$ cat src/rtl/mole_board_fsm.sv
// Whack-a-mole board controller: lights one hole per round, scores hits and misses,
// and shortens the visible time after each hit down to a floor. Drives an external count-down timer.
module mole_board_fsm #(
   parameter logic [27:0] SHOW_TICKS = 28'd100_000_000,
   parameter logic [27:0] SHOW_STEP  = 28'd5_000_000,
   parameter logic [27:0] SHOW_MIN   = 28'd20_000_000,
   parameter logic [27:0] GAP_TICKS  = 28'd50_000_000,
   parameter logic [3:0]  MAX_MISSES = 4'd3
) (
   input  logic        clk,
   input  logic        rst_n,
   input  logic        start,
   input  logic [7:0]  btn,
   input  logic        time_trigger,
   output logic        timer_load,
   output logic [27:0] timer_loadval,
   output logic [7:0]  mole,
   output logic [7:0]  score,
   output logic [3:0]  misses,
   output logic        game_over
);

   typedef enum logic [2:0] {IDLE, ARM, SHOW, HIT, MISS, GAP, OVER} state_t;

   localparam logic [28:0] SHRINK_LIMIT = {1'b0, SHOW_MIN} + {1'b0, SHOW_STEP};

   state_t      state, next_state;
   logic        start_q, edge_armed;
   logic [7:0]  btn_q;
   logic [15:0] lfsr;
   logic [2:0]  prev_hole, hole_d, hole_pick;
   logic [27:0] cur_show, cur_show_d;
   logic [7:0]  score_d, mole_d;
   logic [3:0]  misses_d;
   logic        game_over_d, timer_load_d;
   logic [27:0] timer_loadval_d;
   logic        start_rise, hit_edge, wrong_edge, lfsr_fb;
   logic [7:0]  btn_rise;

   // Edges are qualified by edge_armed so a level already high when reset releases is not an event.
   assign start_rise = start & ~start_q & edge_armed;
   assign btn_rise   = btn & ~btn_q & {8{edge_armed}};
   assign hit_edge   = |(btn_rise & mole);
   assign wrong_edge = |(btn_rise & ~mole);
   assign lfsr_fb    = lfsr[15] ^ lfsr[13] ^ lfsr[12] ^ lfsr[10];
   assign hole_pick  = (lfsr[2:0] == prev_hole) ? lfsr[2:0] + 3'd1 : lfsr[2:0];

   // NOTE: every variable gets a default before the case so no path leaves one unassigned (no latch).
   always_comb begin
      next_state = state;
      cur_show_d = cur_show;
      score_d    = score;
      misses_d   = misses;
      hole_d     = prev_hole;
      case (state)
         IDLE, OVER: begin
            if (start_rise) begin
               next_state = ARM;
               score_d    = 8'd0;
               misses_d   = 4'd0;
               cur_show_d = SHOW_TICKS;
            end
         end
         ARM: begin
            next_state = SHOW;
            hole_d     = hole_pick;
         end
         SHOW: begin
            if (hit_edge)                        next_state = HIT;
            else if (wrong_edge || time_trigger) next_state = MISS;
         end
         HIT: begin
            next_state = GAP;
            score_d    = (score == 8'hFF) ? score : score + 8'd1;
            cur_show_d = ({1'b0, cur_show} >= SHRINK_LIMIT) ? cur_show - SHOW_STEP : SHOW_MIN;
         end
         MISS: begin
            misses_d   = misses + 4'd1;
            next_state = (misses_d == MAX_MISSES) ? OVER : GAP;
         end
         GAP: begin
            // The trigger seen while the load is still on the port is left over from the last expiry.
            if (!timer_load && time_trigger) next_state = ARM;
         end
         default: next_state = IDLE;
      endcase
   end

   // Outputs are registered from next_state so each one lines up with the state it belongs to.
   always_comb begin
      timer_load_d    = 1'b0;
      timer_loadval_d = 28'd0;
      mole_d          = 8'd0;
      if (next_state == ARM) begin
         timer_load_d    = 1'b1;
         timer_loadval_d = cur_show_d;
      end else if (next_state == GAP && state != GAP) begin
         timer_load_d    = 1'b1;
         timer_loadval_d = GAP_TICKS;
      end
      if (state == ARM)                              mole_d = 8'd1 << hole_d;
      else if (state == SHOW && next_state == SHOW)  mole_d = mole;
      game_over_d = (next_state == OVER);
   end

   // NOTE: sequential state uses non-blocking assignments so every register samples pre-edge values.
   always_ff @(posedge clk or negedge rst_n) begin
      if (!rst_n) begin
         state         <= IDLE;
         start_q       <= 1'b0;
         btn_q         <= 8'd0;
         edge_armed    <= 1'b0;
         lfsr          <= 16'hACE1;
         prev_hole     <= 3'd0;
         cur_show      <= SHOW_TICKS;
         score         <= 8'd0;
         misses        <= 4'd0;
         game_over     <= 1'b0;
         mole          <= 8'd0;
         timer_load    <= 1'b0;
         timer_loadval <= 28'd0;
      end else begin
         state         <= next_state;
         start_q       <= start;
         btn_q         <= btn;
         edge_armed    <= 1'b1;
         lfsr          <= {lfsr[14:0], lfsr_fb};
         prev_hole     <= hole_d;
         cur_show      <= cur_show_d;
         score         <= score_d;
         misses        <= misses_d;
         game_over     <= game_over_d;
         mole          <= mole_d;
         timer_load    <= timer_load_d;
         timer_loadval <= timer_loadval_d;
      end
   end

endmodule

$ cat config.mk
export PLATFORM = sky130hd
export DESIGN_NAME = mole_board_fsm
export DESIGN_NICKNAME = d
export VERILOG_FILES = /design/src/rtl/mole_board_fsm.sv
export SDC_FILE = /design/constraint.sdc
export NUM_CORES = 1
export LEC_CHECK = 0
export ABC_AREA = 1
export BUFFER_PORTS_ARGS = -buffer_cell sky130_fd_sc_hd__buf_2
export CORE_MARGIN = 2
export CORE_UTILIZATION = 63
export CTS_BUF_LIST = sky130_fd_sc_hd__clkbuf_16
export DETAILED_ROUTE_END_ITERATION = 16
export GPL_TIMING_DRIVEN = 0
export PLACE_DENSITY = 0.85
export SKIP_LAST_GASP = 1
export SLEW_MARGIN = 0
export SYNTH_ARGS = -nofsm -noshare
export SYNTH_HDL_FRONTEND = slang
export SYNTH_SLANG_ARGS = --single-unit
$ cat constraint.sdc
create_clock -name clk -period 5.62 [get_ports clk]
set_clock_uncertainty 0.05 [all_clocks]
set_input_delay 1.686 -clock clk [delete_from_list [all_inputs] [get_ports clk]]
set_output_delay 1.686 -clock clk [all_outputs]
set_load 0.01 [all_outputs]
* Word level (Yosys, flattened, before mapping)
Cells that the tools add are included.
** Word-level totals
- Logic and storage cells :: 83
- Output and inout bits :: 50
- Bits of input ports :: 12
- Bits in registers :: 110
** Operators by class
- $lt $le $gt $ge :: 1
- Add/subtract/negate cells :: 4
- Shift-type cells :: 1
- Muxes and demuxes :: 22
- Reduce and logical (&&, ||, !) cells :: 13
- Bitwise gates (word level) :: 12
- Equal/unequal tests :: 17
** Operators by type and width (number)
- 28-bit two-way mux :: 3
- 28-bit one-hot mux with 2 select lines :: 1
- 8-bit bitwise AND :: 4
- 8-bit two-way mux :: 4
- 28-bit by 25-bit greater-or-equal comparator with 1-bit output (second input constant) :: 1
- 28-bit by 23-bit subtractor with 28-bit output (second input constant) :: 1
- 26-bit two-way mux :: 1
- 3-bit two-way mux :: 6
- 3-bit one-hot mux with 6 select lines :: 1
- 8-bit NOT :: 2
- 8-bit one-hot mux with 2 select lines :: 1
- 8-bit OR reduction :: 2
- 3-bit == test (second input constant) :: 5
- 3-bit by 2-bit == test with 1-bit output (second input constant) :: 3
- 8-bit by 1-bit adder with 8-bit output (second input constant) :: 1
- 8-bit == test (second input constant) :: 1
- 4-bit one-hot mux with 2 select lines :: 1
- 1-bit by 3-bit << shifter with 8-bit output (first input constant) :: 1
- 3-bit by 1-bit == test with 1-bit output (second input constant) :: 2
- 2-bit inequality test (second input constant) :: 3
- 4-bit by 1-bit adder with 4-bit output (second input constant) :: 1
- 4-bit by 2-bit == test with 1-bit output (second input constant) :: 1
- 4-bit two-way mux :: 1
- 2-bit nonzero test :: 2
- 15 further kinds :: 21

* Logic depth before layout (Yosys ltp)
- Word-level depth :: 13
- Gate-level depth with buffers :: 15
- Mapped depth without buffers :: 15

* Worst setup path before layout
OpenSTA, ideal clock, no wires.
- Kind :: input -> register
- From :: input start
- To :: register timer_loadval[14]
- Data required time :: 5449 ps
- Setup time :: 121 ps
- Path buffers :: 1
- Path slack :: 2655 ps
- Arrival time :: 2795 ps
- Stages :: 8
- Cell sequence :: nand2_1 nor2_2 nor2_1 nor4_1 nand2_1 nand3_1 buf_2 nand2_1
** On the way
- Word-level cells in the longest chain between the ends :: 8
- Elaborated cells on any way between the ends :: 11
- Those cells by class :: 2 x eq/ne; 6 x mux; 2 x bitwise; 1 x reduce/logical
** Ends and longest elaborated chain
- start: declaration :: line 12 : input logic start,
- 1-bit bitwise AND (*) (2 in series) :: line 41 : assign start_rise = start & ~start_q & edge_armed;
- 3-bit two-way mux (*) :: line 57 : if (start_rise) begin
- 3-bit one-hot mux with 6 select lines (*) :: line 55 : case (state)
- via next_state[2] :: line 27 : state_t state, next_state;
- 3-bit == test :: line 97 : end else if (next_state == GAP && state != GAP) begin
- 1-bit logical AND :: line 97
- 26-bit two-way mux :: line 97
- 28-bit two-way mux (*) :: line 94 : if (next_state == ARM) begin
- via timer_loadval_d[14] :: line 36 : logic [27:0] timer_loadval_d;
- end signal: assignment :: line 135 : timer_loadval <= timer_loadval_d;
- end: declaration :: line 16 : output logic [27:0] timer_loadval,
The timed path passes the listed nets; every way through them passes the cells marked *.
A chain may end at the register's enable or synchronous reset.

* Final worst setup path
- From :: input start
- To :: register timer_loadval[12]
** On the way
- Word-level cells in the longest chain between the ends :: 8
- Elaborated cells on any way between the ends :: 11
- Those cells by class :: 2 x eq/ne; 6 x mux; 2 x bitwise; 1 x reduce/logical
** Ends and longest elaborated chain (line)
- 1-bit bitwise AND (*) (2 in series) :: 41
- 3-bit two-way mux :: 57
- 3-bit one-hot mux with 6 select lines :: 55
- 3-bit == test :: 97
- 1-bit logical AND :: 97
- 26-bit two-way mux :: 97
- 28-bit two-way mux (*) :: 94
- via timer_loadval_d[12] :: 36
Marked as above.

==> run_results.csv <==
group,metric,value,unit
floorplan,fp.coreArea,8134,um^2
global_route,grt_use_total,29.48,%
sta,slew_headroom,52.95,%
floorplan,fp.dieArea,9074,um^2
final_layout,nets,729,
run,maxCapViolCount,0,
logic_synthesis,synth_nets,656,
logic_synthesis,synth_seq_cells,110,
route,antenna_left,0,
final_layout,final_cell_mix,"nand2_1 (161), dfrtp_1 (90), inv_1 (78)",
run_status,status,"complete, no violations",
cts,post_cts_resized,0,
sta,rsz0062_at_grt,"false",
placement,place.gp.congestion,0.9445,
global_route,grt_pass1_wl,20360,um
final_layout,layout-drive-gt1-share,18.85,%
critical_path,cp.arrival,3.41,ns
logic_synthesis,synth_warnings,0,
global_route,grt_start_max_net_pins,70,
logic_synthesis,syn_area,5246,um^2
critical_path,crit_buf_inv,3,
sta,min_period,3.186,ns
cts,clkLatencyLatePin,0.35,ns
power,p_total,3.166,mW
sta,finalCritPeriodShare,56.69,%
critical_path,crit_type,"in -> reg",
min_path,holdPathEnd,"lfsr[6]",
floorplan,die_y,95.26,um
sta,max_freq,0.3139,GHz
critical_path,crit_family,"simple AND/OR/NAND/NOR gates",
critical_path,path_max_fanout,10,
route,vias,4571,
placement,dp_hpwl,8723,um
min_path,hold_class,"reg -> reg",
cts,clock-sinks,110,
critical_path,timing.rr.end,"timer_loadval[3]",
sta,slew_viol_final,0,
cts,clkTransAtPathRegs,0.07,ns
global_route,grt_pass1_vias,4445,
sta,setup_viol,0,
route,viasPerCell,5.568,
floorplan,rows,33,
final_layout,final_common_cell,"nand2_1",
route,drt_wl_total,12320,um
route,drt_iter0_markers,388,
sta,worst_pin_slew,0.7003,ns
power,p_leak,3.186,nW
global_route,overflow,0,
min_path,hold_start,"lfsr[5]",
floorplan,num_io_pins,62,
critical_path,path_common_cell,"nand2_1",
logic_synthesis,seq_area_frac_synth,52.95,%
power,peakVddDrop,285.0,uV
critical_path,max_stage_delay,0.34,ns
critical_path,reg2reg_depth,12,
cts,h-tree-depth,3,
cts,clock_path_buffers,2,
sta,tns,0,ns
logic_synthesis,yosysUniqueCellTypes,38,
final_layout,antenna_cells,0,
logic_synthesis,postSynthCellCount,638,
critical_path,r2r_setup_slack,3.24,ns
cts,numCtsBuffers,9,
cts,cts_tree,"done",
route,wl_per_cell,15.00,um
power,power_density,524.4,nW/um^2
route,drtPass1Iterations,6,
logic_synthesis,synth.avg_cell_area,8.223,um^2
final_layout,area_delta_synth_final,15.07,%
placement,port-buffer-count,61,
final_layout,n_fill_cell,580,
min_path,worstHoldPathCells,0,
critical_path,critPathSlowestCell,"nor4_1",
route,drc,0,
cts,cts-root-buf,"clkbuf_16",
floorplan,die_x,95.26,um
cts,cts_setup_buffers,0,
floorplan,start_util,64.50,%
global_route,grt_antenna_before_repair,0,
critical_path,end_kind,"flip-flop",
critical_path,r2r-start,"cur_show[22]",
cts,ctsHoldBuffers,0,
critical_path,critPathLaunchType,"input pin",
critical_path,worstPathCellList,"buf_2, nand2_1, nor2_2, nor2_1, nor4_1, nand3_2, inv_2, buf_4, nand2_1, nand2_1",
sta,hold_viol_final,0,
critical_path,crit_required,5.85,ns
worst register-to-register path, stage by stage, from the launching register on:
cell	delay, ns
dfstp_2	0.52
clkbuf_2	0.19
nand2_1	0.09
nor2_1	0.16
nand3_1	0.10
nor2_1	0.09
nand2_1	0.07
nand3_2	0.17
nand2_2	0.23
nand2_1	0.17
inv_1	0.09
buf_4	0.18
nor3_1	0.18
registers in the layout, summed over array words and instances, names as in the netlist, 4 cells and up:
register	count
cur_show	28
timer_loadval	28
lfsr	16
btn_q	8
mole	8
score	8
misses	4
cell families after synthesis:
| group | count (synthesis) | synth area share (%) |
|---|---|---|
| other cells | 1 | 0.07148 |
| compound gates | 73 | 7.847 |
| flops | 110 | 52.95 |
| simple gates | 334 | 27.88 |
| xor+xnor | 14 | 2.337 |
| buf+inv | 100 | 7.489 |
| fa+ha+maj | 6 | 1.431 |
metrics by stage:
step | setup WS [ns] | cell area, um^2 | utilization (%) | hold WS (ns) | cells
6_report | 2.434 | 6037 | 74.22 | 0.3028 | 821
5_1_grt | 2.276 | 6037 | 74.22 | 0.3102 | 821
4_1_cts | 2.432 | 6037 | 74.22 | 0.3048 | 821
3_5_place_dp | 2.122 | 5713 | 70.24 | 0.2847 | 805
3_3_place_gp | 1.720 | 5683 | 69.87 | 0.2844 | 804
2_1_floorplan | 2.655 | 5246 | - | 0.2812 | 638
synth_stat cells, drive strengths merged:
cell | number | area share, %
ha | 6 | 1.4
xnor2 | 8 | 1.3
conb | 1 | 0.071
buf | 7 | 0.81
and3 | 1 | 0.12
o211ai | 7 | 1.0
nor3 | 11 | 1.6
nor2 | 79 | 5.7
nand3b | 1 | 0.14
dfrtp | 90 | 43
o21ai | 37 | 3.6
nand4 | 19 | 2.3
o21bai | 1 | 0.14
and2 | 4 | 0.48
o22ai | 6 | 0.72
nand2 | 165 | 12
clkbuf | 1 | 0.095
a21oi | 15 | 1.4
nor4 | 1 | 0.12
inv | 92 | 6.6
nand3 | 52 | 5.2
dfstp | 20 | 10
a22o | 1 | 0.17
xor2 | 6 | 1.0
a2bb2oi | 1 | 0.17
o21a | 1 | 0.14
or2 | 1 | 0.12
a31oi | 4 | 0.48
power by group:
group	switching, mW	total (mW)	internal, mW	leakage [nW]
Sequential	0.177	1.19	1.02	1.41
Combinational	0.872	1.29	0.417	1.63
Clock	0.289	0.682	0.393	0.155
Total	1.34	3.17	1.83	3.19
layer usage:
layer	up-vias	GRT usage (%)	part of all wire, %
li1	2191	-	-
met1	2124	38.15	42
met2	215	48.77	48
met3	41	4.901	6.7
met4	0	13.65	3.2
met5	-	0	0
worst max path at each step:
stage / start / end / cells past startpoint
floorplan: start / timer_loadval[14] / 8
global placement: rst_n / score[2] / 1
detailed placement: start / timer_loadval[7] / 10
CTS: start / timer_loadval[12] / 10
global route: start / timer_loadval[7] / 14
finish: start / timer_loadval[12] / 10
final cells by class:
cell class                 instances  area, um^2  area share (%)
inverter                          92       345.3           5.720
multi-input combinational        428        2076           34.38
tap                              105       131.4           2.176
clock buffer                       9       225.2           3.731
buffer                             8       47.55          0.7876
sequential                       110        2778           46.01
clock inverter                     7       98.84           1.637
timing repair buffer              62       335.3           5.554
(Power assumes the default switching activity.)
